==> config.mk <==
export PLATFORM = sky130hd
export DESIGN_NAME = uart_tx_drain_flat
export DESIGN_NICKNAME = d
export VERILOG_FILES = /design/src/rtl/uart_tx_drain_if.sv /design/src/rtl/uart_tx_drain.sv /design/src/flat_wrapper.sv
export SDC_FILE = /design/constraint.sdc
export NUM_CORES = 1
export LEC_CHECK = 0
export ABC_AREA = 1
export BUFFER_PORTS_ARGS = -buffer_cell sky130_fd_sc_hd__buf_2
export CORE_ASPECT_RATIO = 0.8
export CORE_MARGIN = 1
export CORE_UTILIZATION = 56
export CTS_BUF_LIST = sky130_fd_sc_hd__clkbuf_4
export CTS_CLUSTER_SIZE = 40
export DETAILED_ROUTE_END_ITERATION = 8
export PLACE_DENSITY = 0.77
export SLEW_MARGIN = 20
export SYNTH_ARGS = -nofsm -noshare
export SYNTH_HDL_FRONTEND = slang
export SYNTH_SLANG_ARGS = --single-unit
==> constraint.sdc <==
create_clock -name clock -period 3 [get_ports clock]
set_input_delay 0.75 -clock clock [delete_from_list [all_inputs] [get_ports clock]]
set_output_delay 0.75 -clock clock [all_outputs]
set_load 0.1 [all_outputs]
==> src/rtl/uart_tx_drain_if.sv <==
// FIFO read-side handshake between the TX FIFO and the serialiser.
// master = the draining serialiser, slave = the FIFO providing words.
interface uart_tx_drain_if #(
    parameter int WIDTH = 8
);
    logic             fifo_empty;
    logic [WIDTH-1:0] fifo_data;
    logic             fifo_pop;

    modport master (
        input  fifo_empty,
        input  fifo_data,
        output fifo_pop
    );

    modport slave (
        output fifo_empty,
        output fifo_data,
        input  fifo_pop
    );
endinterface

==> src/rtl/uart_tx_drain.sv <==
// UART transmitter that drains words from a FIFO read port and sends each
// as a start bit, WIDTH data bits (LSB first) and STOP_BITS stop bits.
module uart_tx_drain #(
    parameter int WIDTH        = 8,
    parameter int CLKS_PER_BIT = 8,
    parameter int STOP_BITS    = 1
) (
    input  logic            clock,
    input  logic            resetn,
    input  logic            enable,
    uart_tx_drain_if.master fifo,
    output logic            tx,
    output logic            busy,
    output logic            tx_done
);
    localparam int CNT_W = (CLKS_PER_BIT > 1) ? $clog2(CLKS_PER_BIT) : 1;
    localparam int BIT_W = (WIDTH > 0) ? $clog2(WIDTH + 1) : 1;

    localparam logic [CNT_W-1:0] CLK_LAST   = CNT_W'(CLKS_PER_BIT - 1);
    localparam logic [CNT_W-1:0] CLK_PENULT = CNT_W'(CLKS_PER_BIT - 2);
    localparam logic [BIT_W-1:0] BIT_LAST   = BIT_W'(WIDTH - 1);
    localparam logic [BIT_W-1:0] STOP_LAST  = BIT_W'(STOP_BITS - 1);

    typedef enum logic [2:0] {
        IDLE,
        FETCH,
        START,
        DATA,
        STOP
    } state_t;

    state_t             state_reg, state_next;
    logic [CNT_W-1:0]   clk_cnt_reg, clk_cnt_next;
    logic [BIT_W-1:0]   bit_cnt_reg, bit_cnt_next;
    logic [WIDTH-1:0]   shift_reg, shift_next;
    logic               pop_reg, pop_next;
    logic               tx_reg, tx_next;
    logic               busy_reg, busy_next;
    logic               done_reg, done_next;
    logic               clk_wrap;

    always_ff @(posedge clock or negedge resetn) begin
        if (!resetn) begin
            state_reg   <= IDLE;
            clk_cnt_reg <= '0;
            bit_cnt_reg <= '0;
            shift_reg   <= '0;
            pop_reg     <= 1'b0;
            tx_reg      <= 1'b1;
            busy_reg    <= 1'b0;
            done_reg    <= 1'b0;
        end else begin
            state_reg   <= state_next;
            clk_cnt_reg <= clk_cnt_next;
            bit_cnt_reg <= bit_cnt_next;
            shift_reg   <= shift_next;
            pop_reg     <= pop_next;
            tx_reg      <= tx_next;
            busy_reg    <= busy_next;
            done_reg    <= done_next;
        end
    end

    // Every output is a flop, so each *_next value describes the coming cycle.
    always_comb begin
        state_next   = state_reg;
        clk_cnt_next = clk_cnt_reg;
        bit_cnt_next = bit_cnt_reg;
        shift_next   = shift_reg;
        pop_next     = 1'b0;
        tx_next      = 1'b1;
        done_next    = 1'b0;
        clk_wrap     = (clk_cnt_reg == CLK_LAST);

        case (state_reg)
            IDLE: begin
                // The pop strobe is already on the wire this cycle; data follows next cycle.
                if (pop_reg) begin
                    state_next = FETCH;
                end else if (enable && !fifo.fifo_empty) begin
                    pop_next = 1'b1;
                end
            end
            FETCH: begin
                shift_next   = fifo.fifo_data;
                clk_cnt_next = '0;
                tx_next      = 1'b0;
                state_next   = START;
            end
            START: begin
                tx_next      = 1'b0;
                clk_cnt_next = clk_wrap ? '0 : clk_cnt_reg + 1'b1;
                if (clk_wrap) begin
                    state_next   = DATA;
                    bit_cnt_next = '0;
                    tx_next      = shift_reg[0];
                end
            end
            DATA: begin
                tx_next      = shift_reg[0];
                clk_cnt_next = clk_wrap ? '0 : clk_cnt_reg + 1'b1;
                if (clk_wrap) begin
                    if (bit_cnt_reg == BIT_LAST) begin
                        state_next   = STOP;
                        bit_cnt_next = '0;
                        tx_next      = 1'b1;
                    end else begin
                        bit_cnt_next = bit_cnt_reg + 1'b1;
                        shift_next   = shift_reg >> 1;
                        tx_next      = shift_next[0];
                    end
                end
            end
            STOP: begin
                tx_next      = 1'b1;
                clk_cnt_next = clk_wrap ? '0 : clk_cnt_reg + 1'b1;
                if (clk_cnt_reg == CLK_PENULT && bit_cnt_reg == STOP_LAST) begin
                    done_next = 1'b1;
                end
                if (clk_wrap) begin
                    if (bit_cnt_reg == STOP_LAST) begin
                        state_next   = IDLE;
                        bit_cnt_next = '0;
                        // Deciding here lets back-to-back frames pop in the very first idle cycle.
                        pop_next     = enable && !fifo.fifo_empty;
                    end else begin
                        bit_cnt_next = bit_cnt_reg + 1'b1;
                    end
                end
            end
            default: begin
                state_next = IDLE;
            end
        endcase

        busy_next = (state_next != IDLE);
    end

    assign fifo.fifo_pop = pop_reg;
    assign tx            = tx_reg;
    assign busy          = busy_reg;
    assign tx_done       = done_reg;
endmodule
==> src/flat_wrapper.sv <==
// flat-port wrapper written by rule: the top's interface ports become plain ports
module uart_tx_drain_flat 
#(
    parameter int WIDTH        = 8,
    parameter int CLKS_PER_BIT = 8,
    parameter int STOP_BITS    = 1
)
  (clock, resetn, enable, tx, busy, tx_done, fifo_fifo_empty, fifo_fifo_data, fifo_fifo_pop);
  uart_tx_drain_if #(.WIDTH(WIDTH)) fifo_i ();
  input  logic clock;
  input  logic resetn;
  input  logic enable;
  output logic tx;
  output logic busy;
  output logic tx_done;
  input wire logic [$bits(fifo_i.fifo_empty)-1:0] fifo_fifo_empty;
  input wire logic [$bits(fifo_i.fifo_data)-1:0] fifo_fifo_data;
  output wire logic [$bits(fifo_i.fifo_pop)-1:0] fifo_fifo_pop;
  assign fifo_i.fifo_empty = fifo_fifo_empty;
  assign fifo_i.fifo_data = fifo_fifo_data;
  assign fifo_fifo_pop = fifo_i.fifo_pop;
  uart_tx_drain #(.WIDTH(WIDTH), .CLKS_PER_BIT(CLKS_PER_BIT), .STOP_BITS(STOP_BITS)) u_core (.clock(clock), .resetn(resetn), .enable(enable), .fifo(fifo_i), .tx(tx), .busy(busy), .tx_done(tx_done));
endmodule
# --- Word level (Yosys, flattened, before mapping) ---
# Cells that the tools add are included.
classes:
  add_sub_neg: 2
  multipliers: 0
  div: 0
  n_lt_le_gt_ge: 0
  eq_ne: 11
  n_shift: 0
  muxes: 29
  n_bitwise: 0
  reduce_logical: 12
op_table:
  columns: ["op", "count"]
  rows:
  - ["$mux 3", 7]
  - ["$mux 4", 5]
  - ["$mux 8", 2]
  - ["$pmux 8 s2", 1]
  - ["$pmux 3 s5", 1]
  - ["$pmux 4 s3", 1]
  - ["$eq 3x3->1 const B", 3]
  - ["$mux 1", 9]
  - ["$eq 3x2->1 const B", 2]
  - ["$ne 2x1->1 const B", 3]
  - ["$pmux 3 s2", 1]
  - ["$reduce_bool 3->1", 2]
  - ["$add 4x1->4 const B", 1]
  - ["$eq 4x3->1 const B", 1]
  - ["$logic_not 4->1", 1]
  - ["$reduce_and 4->1", 1]
  - ["$reduce_bool 2->1", 2]
  - ["$add 3x1->3 const B", 1]
  - ["$eq 3x1->1 const B", 1]
  - ["$logic_not 3->1", 1]
  - ["$pmux 1 s3", 1]
  - ["$reduce_and 3->1", 1]
  - ["$reduce_or 3->1", 1]
  - ["$logic_and 1x1->1", 2]
  - ["other kinds (3)", 3]
word_totals:
  regBits: 22
  latch_bits: 0
  ram_bits: 0
  rom_bits: 0
  out_inout_bits: 4
  word_cells: 62
  mem_count: 0

# --- Depth between registers and ports, before layout ---
depth:
  depth_word: 5
  mapped_depth: 8
  depth_no_buf: 8

# --- Worst setup path after synthesis ---
# Ideal clock, no wire load.
synth_path:
  path_type: "register -> output"
  from: "register u_core.pop_reg (netlist: u_core.fifo.fifo_pop)"
  to: "output port fifo_fifo_pop"
  arrival_time_ns: 0.897
  required_time_ns: 2.250
  slack_ns: 1.353
  path_stages_with_launch: 1
  path_cell_list: "dfrtp_1"
synth_lines:
  columns: ["item", "line", "text"]
  rows:
  - ["from (decl)", "uart_tx_drain.sv:36", "logic pop_reg, pop_next;"]
  - ["from (signal assigned)", "uart_tx_drain.sv:57", "pop_reg <= pop_next;"]
  - ["to (decl)", "flat_wrapper.sv:18", "output wire logic [$bits(fifo_i.fifo_pop)-1:0] fifo_fifo_pop;"]
# No word-level cell between the ends.

# --- Final worst setup path ---
layout_path:
  from: "register u_core.tx_reg (netlist: u_core.tx)"
  to: "output port tx"
layout_lines:
  columns: ["item", "line", "text"]
  rows:
  - ["from (decl)", "uart_tx_drain.sv:37", "logic tx_reg, tx_next;"]
  - ["from (signal assigned)", "uart_tx_drain.sv:58", "tx_reg <= tx_next;"]
  - ["to (decl)", "flat_wrapper.sv:13", "output logic tx;"]
# No word-level cell between the ends.

==> qor.txt <==
Outcome -> complete, no violations
Dpl hpwl -> 1.94 mm
CP arrival -> 1.25 ns
Antenna-violating nets left -> 0
Register bit total from synthesis -> 22
Tightest Pin Transition -> 0.492 ns
Clock Skew -> 0.00316 ns
Drt first pass iters -> 4
Antenna violations before repair -> 0
Clock Latency Late Sink -> 0.31 ns
Power density cells -> 906 nW/um^2
First-pass GRT wire length -> 4.15 mm
Worst IR Drop VDD -> 0.536 mV
H-tree depth -> 1
Fmax -> 500 MHz
RSZ-0062 raised after global routing -> false
Setup TNS -> 0 ns
Vias per inst -> 5.25
Sequential area share after synthesis -> 41.7%
Number of synthesized flops with an enable pin -> 0
# rows -> 15
Core area -> 2200 sq um
Share of cells above drive strength 1 -> 17.6%
Number of max-cap violations -> 0
Non-Filler Instances -> 213
Die area -> 2560 sq um
CTS tree -> done
Slowest-stage cell, CP -> dfstp_2
Critical path's top delay family -> flip-flops
Syn nets -> 191
Post-synth top area share -> 39.7%
Leakage power -> 0.777 nW
CP Max Fanout -> 1
Fin area -> 1450 sq um
CTS Buf Count -> 3
GRT overflow -> 0
Starting density of the core -> 60.2%
Total Wirelength -> 2.63 mm
DR iter-0 viols -> 75
CTS sink count -> 22
Post-synth ARST share -> 100%
CTS root buffer -> clkbuf_4
Total track usage -> 21.8%
Synth area leader -> dfrtp_1
Clock transition at path regs -> 0.12 ns
Routability cong. -> 0.959
Area contributors post-synth -> dfrtp_1 (40%), nand2_1 (14%), nand3_1 (7.9%)
Area post-placement -> 1390 sq um
Startpoint Class -> flip-flop
Synthesis-to-finish area growth -> 9.37%
Cell variety after synth -> 28
Final period utilization -> 66.6%
YS warnings -> 0
Endpoint class of the critical path -> primary output
Hold buffer count at CTS -> 0
Mapped Area -> 1320 sq um
Synth Flop Type -> dfrtp_1
CTS-repair resized insts -> 0
# IOs -> 16
Hold Path Class -> in -> async
Largest net degree at the start of global routing -> 23
CP Buf/Inv Count -> 1
Top-count cell post-synth -> nand2_1
Crit path kind -> reg -> out
Largest register FFs -> 8
Fin. max-slew vios -> 0
Die width -> 56.3 um
Placed cell count -> 209
Via count -> 1119
Max Root-Sink Buffers -> 2
Port buffer count -> 15
Fin nets -> 207
Crit-path cells -> buf_2
# diodes -> 0
Fin crit period -> 2.00 ns
Die Y -> 45.5 um
# DRC -> 0
Post-CTS Setup Inserts -> 0
Final setup vio count -> 0
WL per Instance -> 12.4 um
Final number of hold-violating endpoints -> 0
Relative slew slack -> 67.2%
Number of global-route vias before repair -> 909
Final Hold Slack -> 0.386 ns
Top cells by count, synth -> nand2_1 (48), inv_1 (23), dfrtp_1 (21), nand3_1 (21), nor2_1 (11)
CP max stage delay -> 0.53 ns
Data required time of the worst path -> 2.25 ns
Number of cells produced by synthesis -> 173
Mapped Avg Cell Area -> 7.64 sq um
## worst paths after layout
path                       depth (start not counted)  slack [ns]                start                    end
max                                                1        1.00            u_core.tx                     tx
min                                                1        0.39               resetn         u_core.tx_done
max reg2reg                                        6        1.41  u_core.state_reg[2]  u_core.bit_cnt_reg[1]
min reg2reg                                        2        0.50  u_core.shift_reg[7]    u_core.shift_reg[7]
max in group asynchronous                          1        2.26               resetn              u_core.tx
min in group clock                                 2        0.50  u_core.shift_reg[7]    u_core.shift_reg[7]
## cell type report
type	count	area (sq um)
fillers	190	749
inverters	25	96.3
clock inverters	1	30.0
well taps	25	31.3
multi-input cells	122	639
flip-flops and latches	22	552
clock buffers	3	22.5
repair buffers	15	75.1
## routing by layer
layer | vias to the layer above | track usage, % | wire length (um)
li1 | 579 | - | -
met1 | 498 | 29.3 | 1180
met2 | 40 | 37.9 | 1280
met3 | 2 | 5.11 | 152
met4 | 0 | 2.93 | 14
met5 | - | 0 | 0
## report_power, final
part / switching [mW] / leakage [nW] / internal, mW
registers: 0.0788 / 0.258 / 0.402
clock network: 0.0892 / 0.0279 / 0.135
logic: 0.407 / 0.491 / 0.198
total: 0.575 / 0.777 / 0.735
## cells by family (layout without fill, tap and decap cells)
kind of cell,Yosys count,count (layout),synth area share [%]
AOI/OAI and AO/OA,21,21,8.61
and+or+nand+nor,94,94,33.4
adders and majority gates,6,6,5.68
DFF,22,22,41.7
buffers and inverters,29,44,9.93
xor gates and xnor gates,1,1,0.662
## placed cells by master (no fill, tap or decap)
master / netlist / routed
nor2_1: 11 / 11
nand4_1: 1 / 1
nand3_1: 21 / 21
nor3_1: 1 / 1
inv_4: 1 / 1
nor2_2: 2 / 2
dfrtp_1: 21 / 21
nor3b_1: 1 / 1
bufinv_16: 0 / 1
xor2_1: 1 / 1
o21ai_1: 7 / 7
nand3_2: 2 / 2
o21bai_1: 1 / 1
inv_1: 23 / 23
a21oi_1: 8 / 8
buf_2: 1 / 15
inv_2: 1 / 1
clkbuf_4: 0 / 3
o211ai_1: 1 / 1
nor2_8: 1 / 1
dfstp_2: 1 / 1
nand2_1: 48 / 48
nor2_4: 1 / 1
ha_1: 6 / 6
o21ai_0: 3 / 3
nand3b_1: 1 / 1
nand2_2: 4 / 4
a21oi_2: 1 / 1
## per-stage QoR
step,worst slack (ns),power [mW],utilization [%]
final,1.00,1.31,65.9
after global placement,1.35,1.05,63.5
after detailed placement,1.35,1.08,63.5
after CTS,0.983,1.32,65.9
after floorplan,1.35,0.976,-
after global routing,0.953,1.42,65.9
(Power assumes the default switching activity.)
